--- src/rtl/param_cu_pkg.sv ---
// Shared definitions for the parametrised computational unit.
//   - ALU opcode encodings (ir_op[2:0] selects the function, ir_op[3] only
//     matters for the two nop codes 4'h8 and 4'hF)
//   - data_bus source slots that follow the x/y register banks, plus a helper
//     that turns a slot into an absolute source_sel value for a given NX/NY
//   - multiplier FSM state encoding
package param_cu_pkg;

   localparam logic [3:0] OP_NEG  = 4'h0;
   localparam logic [3:0] OP_SUB  = 4'h1;
   localparam logic [3:0] OP_ADD  = 4'h2;
   localparam logic [3:0] OP_MUL  = 4'h3;
   localparam logic [3:0] OP_SHL  = 4'h4;
   localparam logic [3:0] OP_XOR  = 4'h5;
   localparam logic [3:0] OP_AND  = 4'h6;
   localparam logic [3:0] OP_NOT  = 4'h7;
   localparam logic [3:0] OP_NOP0 = 4'h8;
   localparam logic [3:0] OP_NOP7 = 4'hF;

   // Bus slots after the x and y banks, in bus order.
   localparam int SRC_R     = 0;
   localparam int SRC_R_HI  = 1;
   localparam int SRC_M     = 2;
   localparam int SRC_I     = 3;
   localparam int SRC_DM    = 4;
   localparam int SRC_PM    = 5;
   localparam int SRC_PINS  = 6;
   localparam int SRC_COUNT = 7;

   // Absolute source_sel value of a fixed slot: the x and y banks come first.
   function automatic int src_sel_of(input int nx, input int ny, input int slot);
      return nx + ny + slot;
   endfunction

   typedef enum logic {
      IDLE = 1'b0,
      MUL  = 1'b1
   } mult_state_e;

endpackage

--- src/rtl/param_computational_unit_mult.sv ---
// cu_seq_mult: iterative unsigned shift-add multiplier, one partial product
// per clock.
//
// Ports
//   clk_i      clock, rising edge
//   rst_ni     asynchronous active-low reset
//   abort_i    synchronous abort, returns to IDLE and drops the operation
//   start_i    accepted only in IDLE; captures a_i/b_i on that edge
//   a_i, b_i   operands (DW bits each)
//   busy_o     high from the edge after start until the result edge
//   done_o     combinational, high during the last MUL cycle; product_o is
//              valid while done_o is high and is meant to be registered on
//              that same edge
//   product_o  full 2*DW-bit product
//   state_o    FSM state (IDLE=0, MUL=1) for debug visibility
//
// Handshake: start_i is a single-cycle request that is only honoured while
// busy_o is low; a start seen while busy_o is high is ignored. done_o pulses
// for exactly one cycle, DW cycles after the accepting edge, unless abort_i
// cancels the operation first.
module cu_seq_mult
   import param_cu_pkg::*;
#(
   parameter  int DW = 8,
   localparam int CW = (DW > 1) ? $clog2(DW) : 1
) (
   input  logic              clk_i,
   input  logic              rst_ni,
   input  logic              abort_i,
   input  logic              start_i,
   input  logic [DW-1:0]     a_i,
   input  logic [DW-1:0]     b_i,
   output logic              busy_o,
   output logic              done_o,
   output logic [2*DW-1:0]   product_o,
   output logic              state_o
);

   mult_state_e       state_q, state_d;
   logic [CW-1:0]     cnt_q, cnt_d;
   logic [DW-1:0]     mcand_q, mcand_d;
   // {high half, multiplier bits}: the low half starts as the multiplier and
   // is shifted out one bit per step while product bits shift in from above.
   logic [2*DW-1:0]   acc_q, acc_d;
   logic [DW:0]       partial;
   logic [2*DW-1:0]   acc_step;

   always_comb begin
      partial  = {1'b0, acc_q[2*DW-1:DW]}
               + (acc_q[0] ? {1'b0, mcand_q} : {(DW+1){1'b0}});
      acc_step = {partial, acc_q[DW-1:1]};
   end

   always_comb begin
      state_d = state_q;
      cnt_d   = cnt_q;
      mcand_d = mcand_q;
      acc_d   = acc_q;
      done_o  = 1'b0;
      if (abort_i) begin
         state_d = IDLE;
         cnt_d   = '0;
         mcand_d = '0;
         acc_d   = '0;
      end else begin
         case (state_q)
            IDLE: begin
               if (start_i) begin
                  state_d = MUL;
                  cnt_d   = '0;
                  mcand_d = a_i;
                  acc_d   = {{DW{1'b0}}, b_i};
               end
            end
            MUL: begin
               acc_d = acc_step;
               cnt_d = cnt_q + 1'b1;
               if (cnt_q == CW'(DW-1)) begin
                  state_d = IDLE;
                  cnt_d   = '0;
                  done_o  = 1'b1;
               end
            end
            default: state_d = IDLE;
         endcase
      end
   end

   always_ff @(posedge clk_i or negedge rst_ni) begin
      if (!rst_ni) begin
         state_q <= IDLE;
         cnt_q   <= '0;
         mcand_q <= '0;
         acc_q   <= '0;
      end else begin
         state_q <= state_d;
         cnt_q   <= cnt_d;
         mcand_q <= mcand_d;
         acc_q   <= acc_d;
      end
   end

   // The final step is presented combinationally so the caller can load the
   // result on the same edge the FSM returns to IDLE.
   assign product_o = acc_step;
   assign busy_o    = (state_q == MUL);
   assign state_o   = state_q;

endmodule

--- src/rtl/param_computational_unit.sv ---
// param_computational_unit: datapath of the small microcontroller.
// Holds NX x-registers, NY y-registers, result r (and r_hi for products),
// m and i (index/address) registers and an output register, all fed from a
// single muxed data_bus. A single-cycle ALU writes r and the flags; opcode 3
// launches a DW-cycle shift-add multiply that returns {r_hi, r}.
//
// Ports
//   clk, async_reset_n   clock / asynchronous active-low reset
//   sync_reset           synchronous clear of r, r_hi, flags, multiplier
//   ir_op                ALU opcode ([2:0] function, [3] nop qualifier)
//   pm_data, dm, i_pins  external bus sources
//   source_sel           data_bus source (x bank, y bank, r, r_hi, m, i,
//                        dm, pm_data, i_pins; anything else reads 0)
//   x_sel, y_sel         ALU operand selects
//   i_sel                0: i <= data_bus, 1: i <= i + m
//   reg_en               per-register write enables: x bank, y bank, r, m,
//                        i, o_reg (LSB first)
//   data_bus, o_reg, i, r, r_hi, r_eq_0, carry, busy   datapath outputs
//   dbg_mult_state       multiplier FSM state (0 = IDLE, 1 = MUL)
//
// Handshake: busy is high while a multiply is in flight. During that time
// reg_en[r] is ignored and ALU opcodes are discarded; every other register
// remains writable. A new opcode may be issued in the cycle busy reads 0.
module param_computational_unit
   import param_cu_pkg::*;
#(
   parameter  int DW  = 8,
   parameter  int NX  = 2,
   parameter  int NY  = 2,
   localparam int XSW = (NX > 1) ? $clog2(NX) : 1,
   localparam int YSW = (NY > 1) ? $clog2(NY) : 1,
   localparam int SSW = $clog2(NX + NY + SRC_COUNT),
   localparam int REW = NX + NY + 4
) (
   input  logic            clk,
   input  logic            async_reset_n,
   input  logic            sync_reset,
   input  logic [3:0]      ir_op,
   input  logic [DW-1:0]   pm_data,
   input  logic [DW-1:0]   dm,
   input  logic [DW-1:0]   i_pins,
   input  logic [SSW-1:0]  source_sel,
   input  logic [XSW-1:0]  x_sel,
   input  logic [YSW-1:0]  y_sel,
   input  logic            i_sel,
   input  logic [REW-1:0]  reg_en,
   output logic [DW-1:0]   data_bus,
   output logic [DW-1:0]   o_reg,
   output logic [DW-1:0]   i,
   output logic [DW-1:0]   r,
   output logic [DW-1:0]   r_hi,
   output logic            r_eq_0,
   output logic            carry,
   output logic            busy,
   output logic            dbg_mult_state
);

   // reg_en bit positions of the single registers.
   localparam int EN_R = NX + NY;
   localparam int EN_M = NX + NY + 1;
   localparam int EN_I = NX + NY + 2;
   localparam int EN_O = NX + NY + 3;

   // Absolute source_sel codes of the fixed bus slots.
   localparam logic [SSW-1:0] SEL_R    = SSW'(src_sel_of(NX, NY, SRC_R));
   localparam logic [SSW-1:0] SEL_R_HI = SSW'(src_sel_of(NX, NY, SRC_R_HI));
   localparam logic [SSW-1:0] SEL_M    = SSW'(src_sel_of(NX, NY, SRC_M));
   localparam logic [SSW-1:0] SEL_I    = SSW'(src_sel_of(NX, NY, SRC_I));
   localparam logic [SSW-1:0] SEL_DM   = SSW'(src_sel_of(NX, NY, SRC_DM));
   localparam logic [SSW-1:0] SEL_PM   = SSW'(src_sel_of(NX, NY, SRC_PM));
   localparam logic [SSW-1:0] SEL_PINS = SSW'(src_sel_of(NX, NY, SRC_PINS));

   logic [DW-1:0] x_q [NX];
   logic [DW-1:0] y_q [NY];
   logic [DW-1:0] r_q, r_d;
   logic [DW-1:0] r_hi_q, r_hi_d;
   logic [DW-1:0] m_q, m_d;
   logic [DW-1:0] i_q, i_d;
   logic [DW-1:0] o_q, o_d;
   logic          eq_q, eq_d;
   logic          carry_q, carry_d;

   logic [DW-1:0]   x_op, y_op;
   logic [DW-1:0]   alu_res;
   logic            alu_carry;
   logic [DW:0]     alu_sum;
   logic            is_nop;
   logic            alu_go;
   logic            mul_start;
   logic            mul_busy;
   logic            mul_done;
   logic [2*DW-1:0] mul_product;
   logic            mul_state;

   // ---------------------------------------------------------------- bus mux
   always_comb begin
      data_bus = '0;
      for (int k = 0; k < NX; k++) begin
         if (source_sel == SSW'(k)) data_bus = x_q[k];
      end
      for (int k = 0; k < NY; k++) begin
         if (source_sel == SSW'(NX + k)) data_bus = y_q[k];
      end
      if (source_sel == SEL_R)    data_bus = r_q;
      if (source_sel == SEL_R_HI) data_bus = r_hi_q;
      if (source_sel == SEL_M)    data_bus = m_q;
      if (source_sel == SEL_I)    data_bus = i_q;
      if (source_sel == SEL_DM)   data_bus = dm;
      if (source_sel == SEL_PM)   data_bus = pm_data;
      if (source_sel == SEL_PINS) data_bus = i_pins;
   end

   // ------------------------------------------------------- operand selects
   always_comb begin
      x_op = x_q[0];
      for (int k = 0; k < NX; k++) begin
         if (x_sel == XSW'(k)) x_op = x_q[k];
      end
      y_op = y_q[0];
      for (int k = 0; k < NY; k++) begin
         if (y_sel == YSW'(k)) y_op = y_q[k];
      end
   end

   // -------------------------------------------------------------------- ALU
   // Only 4'h8 and 4'hF are nops; every other code decodes on ir_op[2:0].
   assign is_nop    = (ir_op == OP_NOP0) || (ir_op == OP_NOP7);
   assign alu_go    = reg_en[EN_R] && !mul_busy && !sync_reset && !is_nop;
   assign mul_start = alu_go && (ir_op[2:0] == OP_MUL[2:0]);

   always_comb begin
      alu_sum   = {1'b0, x_op} + {1'b0, y_op};
      alu_res   = r_q;
      alu_carry = carry_q;
      case (ir_op[2:0])
         OP_NEG[2:0]: begin
            alu_res   = -x_op;
            alu_carry = (x_op != '0);
         end
         OP_SUB[2:0]: begin
            alu_res   = x_op - y_op;
            alu_carry = (x_op < y_op);
         end
         OP_ADD[2:0]: begin
            alu_res   = alu_sum[DW-1:0];
            alu_carry = alu_sum[DW];
         end
         OP_SHL[2:0]: begin
            alu_res   = {x_op[DW-2:0], 1'b0};
            alu_carry = x_op[DW-1];
         end
         OP_XOR[2:0]: alu_res = x_op ^ y_op;
         OP_AND[2:0]: alu_res = x_op & y_op;
         OP_NOT[2:0]: alu_res = ~x_op;
         default:     alu_res = r_q;
      endcase
   end

   // ------------------------------------------------------------- multiplier
   cu_seq_mult #(
      .DW (DW)
   ) u_mult (
      .clk_i     (clk),
      .rst_ni    (async_reset_n),
      .abort_i   (sync_reset),
      .start_i   (mul_start),
      .a_i       (x_op),
      .b_i       (y_op),
      .busy_o    (mul_busy),
      .done_o    (mul_done),
      .product_o (mul_product),
      .state_o   (mul_state)
   );

   // --------------------------------------------------------- next state
   always_comb begin
      r_d     = r_q;
      r_hi_d  = r_hi_q;
      eq_d    = eq_q;
      carry_d = carry_q;
      if (sync_reset) begin
         r_d     = '0;
         r_hi_d  = '0;
         eq_d    = 1'b1;
         carry_d = 1'b0;
      end else if (mul_done) begin
         r_hi_d  = mul_product[2*DW-1:DW];
         r_d     = mul_product[DW-1:0];
         eq_d    = (mul_product == '0);
         carry_d = 1'b0;
      end else if (alu_go && !mul_start) begin
         r_d     = alu_res;
         eq_d    = (alu_res == '0);
         carry_d = alu_carry;
      end

      m_d = reg_en[EN_M] ? data_bus : m_q;
      o_d = reg_en[EN_O] ? data_bus : o_q;
      i_d = i_q;
      if (reg_en[EN_I]) begin
         i_d = i_sel ? (i_q + m_q) : data_bus;
      end
   end

   // -------------------------------------------------------------- registers
   always_ff @(posedge clk or negedge async_reset_n) begin
      if (!async_reset_n) begin
         for (int k = 0; k < NX; k++) x_q[k] <= '0;
         for (int k = 0; k < NY; k++) y_q[k] <= '0;
      end else begin
         for (int k = 0; k < NX; k++) begin
            if (reg_en[k]) x_q[k] <= data_bus;
         end
         for (int k = 0; k < NY; k++) begin
            if (reg_en[NX + k]) y_q[k] <= data_bus;
         end
      end
   end

   always_ff @(posedge clk or negedge async_reset_n) begin
      if (!async_reset_n) begin
         r_q     <= '0;
         r_hi_q  <= '0;
         m_q     <= '0;
         i_q     <= '0;
         o_q     <= '0;
         eq_q    <= 1'b1;
         carry_q <= 1'b0;
      end else begin
         r_q     <= r_d;
         r_hi_q  <= r_hi_d;
         m_q     <= m_d;
         i_q     <= i_d;
         o_q     <= o_d;
         eq_q    <= eq_d;
         carry_q <= carry_d;
      end
   end

   assign o_reg          = o_q;
   assign i              = i_q;
   assign r              = r_q;
   assign r_hi           = r_hi_q;
   assign r_eq_0         = eq_q;
   assign carry          = carry_q;
   assign busy           = mul_busy;
   assign dbg_mult_state = mul_state;

endmodule
--- config.mk ---
export PLATFORM = sky130hd
export DESIGN_NAME = param_computational_unit
export DESIGN_NICKNAME = d
export VERILOG_FILES = /design/src/rtl/param_cu_pkg.sv /design/src/rtl/param_computational_unit_mult.sv /design/src/rtl/param_computational_unit.sv
export SDC_FILE = /design/constraint.sdc
export NUM_CORES = 1
export LEC_CHECK = 0
export ABC_AREA = 1
export BUFFER_PORTS_ARGS = -buffer_cell sky130_fd_sc_hd__buf_2
export CAP_MARGIN = 25
export CORE_ASPECT_RATIO = 1.5
export CORE_MARGIN = 10
export CORE_UTILIZATION = 45
export DETAILED_ROUTE_END_ITERATION = 16
export PLACE_DENSITY = 0.61
export SYNTH_ARGS = -nofsm -noshare
export SYNTH_HDL_FRONTEND = slang
export SYNTH_HIERARCHICAL = 1
export SYNTH_SLANG_ARGS = --single-unit
--- constraint.sdc ---
create_clock -name clk -period 2.6 [get_ports clk]
set_clock_uncertainty 0.05 [all_clocks]
set_input_delay 0.52 -clock clk [delete_from_list [all_inputs] [get_ports clk]]
set_output_delay 0.52 -clock clk [all_outputs]
set_load 0.05 [all_outputs]
======== After elaboration in Yosys (flattened, before gate mapping) ========
Index checks and enable logic that the tools add are counted.
word-level totals
  memory bits (read-only) ................. 0
  bits in writable memories ............... 0
  word-level logic and storage cells ...... 114
  bits of input ports ..................... 46
  memories ................................ 0
  output and inout port bits .............. 44
  bits in latches ......................... 0
  flip-flop bits (word level) ............. 102
operators by class
  equal/unequal tests ..................... 22
  multipliers ............................. 0
  add/sub/neg operators ................... 6
  muxes and demuxes ....................... 45
  div/mod/pow operators ................... 0
  reduce and logical (&&, ||, !) cells .... 21
  order comparisons ....................... 1
  shifts and indexed selects .............. 0
  bitwise gates (word level) .............. 4
operator list
  kind                                                                    count
  8-bit two-way mux                                                       23
  8-bit one-hot mux with 7 select lines                                   1
  16-bit two-way mux                                                      2
  16-bit one-hot mux with 2 select lines                                  1
  4-bit equality test (second input constant)                             5
  4-bit by 3-bit equality test with 1-bit output (second input constant)  4
  16-bit zero test                                                        1
  3-bit equality test (second input constant)                             5
  1-bit two-way mux                                                       12
  8-bit by 8-bit adder with 9-bit output                                  1
  8-bit by 9-bit adder with 9-bit output                                  1
  3-bit two-way mux                                                       3
  8-bit adder                                                             1
  8-bit bitwise AND                                                       1
  4-bit by 2-bit equality test with 1-bit output (second input constant)  2
  8-bit zero test                                                         1
  8-bit less-than comparator                                              1
  8-bit negation                                                          1
  8-bit inverter                                                          1
  8-bit nonzero test                                                      1
  8-bit subtractor                                                        1
  8-bit bitwise XOR                                                       1
  3-bit by 2-bit equality test with 1-bit output (second input constant)  2
  3-bit one-hot mux with 2 select lines                                   1
  17 further kinds                                                        26

======== Longest topological paths before layout ========
  depth in word-level cells ............... 13
  gate-level depth with buffers ........... 19
  gate-level depth less buffers ........... 18

======== Hierarchy ========
The synthesis kept the hierarchy.
by module, submodules not included
  module                    sequential area each (um2)  instances  area an instance (um2)  cells an instance
  param_computational_unit  1853.0                      1          5700.5                  896
  cu_seq_mult               700.7                       1          1689.1                  216

======== Worst setup path after synthesis ========
No wires, ideal clock.
  path kind ............................... input to register
  from .................................... in y_sel
  to ...................................... reg eq_q (netlist: r_eq_0)
  setup slack ............................. -50 ps
  cell stages on the path ................. 17
  buffers on the path ..................... 1
  setup time .............................. 73 ps
  arrival ................................. 2527 ps
  required time ........................... 2477 ps
  cell sequence ........................... clkbuf_1 > o21ai_0 > ha_1 > fa_1 > inv_1 > nand2_1 > nand2_1 > nor2_1 > nor2_1 > nand2_1 > nor2_1 > nand3_1 > nor2_1 > nand2_1 > nor2_1 > nand3_1 > a21oi_1
on the way
  word-level cells in the longest chain between the ends .. 7
  elaborated cells on any way between the ends .. 10
  those cells by class .................... 2 x add/sub; 5 x mux; 2 x bitwise; 1 x reduce/logical
RTL lines
  item                                                            line                             source
  from (decl)                                                     param_computational_unit.sv:44   input logic [YSW-1:0] y_sel,
  8-bit two-way mux (*)                                           param_computational_unit.sv:121  if (y_sel == YSW'(k)) y_op = y_q[k];
  named net y_op[0]                                               param_computational_unit.sv:83   logic [DW-1:0] x_op, y_op;
  8-bit by 8-bit adder with 9-bit output (tied with other cells)  param_computational_unit.sv:132  alu_sum = {1'b0, x_op} + {1'b0, y_op};
  8-bit one-hot mux with 7 select lines (*)                       param_computational_unit.sv:135  case (ir_op[2:0])
  8-bit zero test (*)                                             param_computational_unit.sv:193  eq_d = (alu_res == '0);
  1-bit two-way mux (*)                                           param_computational_unit.sv:191  end else if (alu_go && !mul_start) begin
  1-bit two-way mux (*)                                           param_computational_unit.sv:186  end else if (mul_done) begin
  1-bit two-way mux (*)                                           param_computational_unit.sv:181  if (sync_reset) begin
  to (signal assigned)                                            param_computational_unit.sv:235  eq_q <= eq_d;
  to (decl)                                                       param_computational_unit.sv:80   logic eq_q, eq_d;
The timed path passes the listed nets; every way through them passes the cells marked *. The select of a mux whose other input is x is not followed.
A chain may end at the register's enable or synchronous reset.

======== Worst setup path after layout ========
  from .................................... in source_sel[3]
  to ...................................... out data_bus[7]
on the way
  word-level cells in the longest chain between the ends .. 12
  elaborated cells on any way between the ends .. 22
  those cells by class .................... 10 x eq/ne; 11 x mux; 1 x reduce/logical
RTL lines
  item                             line                             source
  from (decl)                      param_computational_unit.sv:42   input logic [SSW-1:0] source_sel,
  4-bit zero test                  param_computational_unit.sv:99   if (source_sel == SSW'(k)) data_bus = x_q[k];
  8-bit two-way mux (2 in series)  param_computational_unit.sv:99
  8-bit two-way mux (2 in series)  param_computational_unit.sv:102  if (source_sel == SSW'(NX + k)) data_bus = y_q[k];
  8-bit two-way mux                param_computational_unit.sv:104  if (source_sel == SEL_R) data_bus = r_q;
  8-bit two-way mux                param_computational_unit.sv:105  if (source_sel == SEL_R_HI) data_bus = r_hi_q;
  8-bit two-way mux                param_computational_unit.sv:106  if (source_sel == SEL_M) data_bus = m_q;
  8-bit two-way mux                param_computational_unit.sv:107  if (source_sel == SEL_I) data_bus = i_q;
  8-bit two-way mux                param_computational_unit.sv:108  if (source_sel == SEL_DM) data_bus = dm;
  8-bit two-way mux                param_computational_unit.sv:109  if (source_sel == SEL_PM) data_bus = pm_data;
  8-bit two-way mux (*)            param_computational_unit.sv:110  if (source_sel == SEL_PINS) data_bus = i_pins;
  to (decl)                        param_computational_unit.sv:47   output logic [DW-1:0] data_bus,
Every way passes the cells marked *; elsewhere a longest branch is shown, timed or not.

==> run summary <==
Die width = 125 µm
Power per Cell Area = 583 nW/µm²
Flop and latch count out of synthesis = 102
CTS buffer count = 9
Final wirelength = 26900 µm
Initial Util = 45.6%
Post-Synth XOR/XNOR Area = 0.948%
Post-CTS Hold Fix Bufs = 0
Fin Setup TNS = 0 ns
Drt pass-1 iters = 5
Leakage = 5.17 nW
Fillers = 1580
Worst setup EP type = output port
Initial antenna violation count = 0
Grt ovf = 0
Max IR drop VDD = 0.474 mV
DP HPWL = 21600 µm
CTS tree = yes
Simple-gate portion of the synthesized area = 32.8%
Fmax = 390 MHz
H-tree depth = 3
Tot GR Track Use = 23.7%
Mux share of post-synthesis cell area = 0%
Pre-CTS setup slack = -0.338 ns
Number of synthesized flops with an enable pin = 0
Setup ws final = 0.0385 ns
DR DRC count = 0
Most common cell after layout, fill and taps aside = nand2_1
Clock Tree Root = clkbuf_16
Max-slew violations = 0
Largest net degree at the start of global routing = 40
Final antenna-violating net count = 0
Post-DP Area = 8800 µm²
Routability cong. = 0.948
Vias per inst = 5.29
Hold Crit Class = primary input to async pin
Via count = 8005
Core area = 16200 µm²
Initial DRC count = 484
Critical Path RT = 2.03 ns
Async SR Flop Fraction = 100%
Clock transition at path regs = 0.07 ns
Unique masters post-synth = 44
Compound-Gate Fraction of Synth Area = 13.4%
Max-cap viol count = 0
Port bufs = 89
Most frequent cells in the layout = nand2_1, inv_1, buf_4, dfrtp_1, nor2_1
Switching power = 2.32 mW
Met2 Usage GRT = 43.8%
Area growth syn-to-layout = 30.1%
Clock power frac = 24.8%
Largest family of logic cells by synthesized area = simple AND/OR/NAND/NOR gates
Core Rows = 57
Share of cells above drive strength 1 = 25.0%
Outcome = finished, final reports clean
Sw Share = 41.4%
Worst-Skew Late Latency = 0.36 ns
Min cycle time layout = 2.56 ns
Crit path kind = primary input to output port
Arrival @ worst endpoint = 1.99 ns
Crit start category = primary input
Part of the power in registers = 34.0%
Met1 usage = 25.5%
Ant. Diodes = 0
WL per Instance = 17.8 µm
Cell internal pwr = 3.28 mW
Syn Area/Cell = 6.65 µm²
Global-route wire length before repair = 42200 µm
Fin area = 9610 µm²
Critical Path Fanout Max = 6
Post-Synth Adder-Cell Area = 6.84%
Cells after DPL = 1486
Sequential share of the synthesized area = 34.6%
Mapped Area = 7390 µm²
Num ports = 90
Syn_nets = 1196
Die area = 22100 µm²
Worst slew pin tran = 0.547 ns
Headroom to the max-slew limit = 63.5%
Period utilization = 98.5%
Comb power frac = 41.2%
Nets = 1385
Hold Vio Cnt, Final = 0
Clock buffer depth = 2
Die height = 177 µm
Grt met3 use = 3.90%
Main synth FF type = dfrtp_1
Unrepaired setup endpoints after global routing = yes
Regs by FF count = u_mult/acc_q x16, x_q x16, y_q x16
Number of global-route vias before repair = 8177
Non-filler instance count after layout = 1512
TritonCTS sink count = 102
Gate Count Post-Synth = 1112
Setup Viol. Count Final = 0
Most crowded layer after global routing = met2
Synth warnings = 6
## final cells by class
class	instances	area, µm²	share of cell area (%)
multi-input cells	801	4310	44.8
flip-flops and latches	102	2550	26.6
repair buffers	212	1540	16.0
inverters	175	659	6.86
well taps	206	258	2.68
clock buffers	10	239	2.49
clock inverters	6	61.3	0.638
## power by group through the flow
stage | logic, mW | registers [mW] | clock network [mW]
after floorplan | 1.06 | 2.13 | 0
after global placement | 2.13 | 1.93 | 0
after detailed placement | 2.12 | 1.93 | 0
after CTS | 2.19 | 1.90 | 1.41
after global routing | 2.54 | 1.92 | 1.46
final | 2.31 | 1.91 | 1.39
## per-stage QoR
step           total power, mW  utilization [%]  hold WS [ns]
3_3_place_gp              4.05             54.3         0.410
4_1_cts                   5.49             57.3         0.108
5_1_grt                   5.92             59.4         0.122
2_1_floorplan             3.18                -         0.174
3_5_place_dp              4.05             54.3         0.414
6_report                  5.61             59.4        0.0898
## cell families after synthesis
group / after synthesis
AND/OR/NAND/NOR: 580
AO/OA/AOI/OAI: 175
flip-flops: 102
buffers and inverters: 209
XOR/XNOR: 8
adder cells (fa/ha/maj): 38
## layer usage
layer / share of wire (%) / vias to the layer above / wire length (µm)
li1: - / 3937 / -
met1: 38 / 3725 / 10200
met2: 52 / 275 / 14000
met3: 5.3 / 68 / 1420
met4: 4.9 / 0 / 1310
met5: 0 / - / 0
## synthesized netlist by cell type (2+ instances only)
cell type | count | area share, %
or2_2 | 4 | 0.34
o211ai_1 | 7 | 0.71
clkbuf_1 | 15 | 0.76
nand3b_1 | 5 | 0.51
inv_2 | 10 | 0.51
nand4_1 | 20 | 1.7
o31ai_1 | 10 | 1.0
buf_2 | 6 | 0.41
xor2_1 | 7 | 0.83
a31oi_1 | 9 | 0.76
inv_1 | 163 | 8.3
o21ai_1 | 15 | 1.0
dfrtp_1 | 101 | 34
nor3_1 | 4 | 0.27
a22o_1 | 3 | 0.36
a21oi_1 | 31 | 2.1
fa_1 | 4 | 1.1
nand3_2 | 2 | 0.27
clkinv_1 | 2 | 0.10
o21ai_0 | 74 | 5.0
nand2_1 | 339 | 17
nand3_1 | 88 | 6.0
buf_4 | 12 | 1.2
nor2_1 | 108 | 5.5
ha_1 | 34 | 5.8
nor4_1 | 2 | 0.17
o22ai_1 | 18 | 1.5
and2_1 | 3 | 0.25
## worst max-delay path, cell delays in order
cell and delay (ns):
buf_4 0.12, nor2_4 0.12, buf_6 0.16, nand2_8 0.07, buf_6 0.12, o22ai_2 0.17, nor2_2 0.08, nand4_1 0.12
nor2_1 0.07, nand3_1 0.09, nand2_2 0.09, nand2_2 0.11, buf_8 0.15
## path summary, 6_finish.rpt
check,from,endpoint,slack (ns),cells past startpoint
setup reg to reg,u_mult/acc_q[0],r_eq_0,0.17,12
min in group clk,i_sel,i[1],0.40,4
hold reg to reg,o_reg[0],o_reg[0],0.44,2
setup / recovery,source_sel[3],data_bus[7],0.04,13
hold / removal,async_reset_n,x_q[2],0.09,1
max in group asynchronous,async_reset_n,u_mult/acc_q[10],1.75,2
## timing repair
item,CTS,global route
gates cloned,0,0
setup buffers,4,8
setup endpoints to repair,9,17
pin swaps,10,33
gates resized for setup,45,91
No activity file was read; power rests on OpenSTA's default activity.
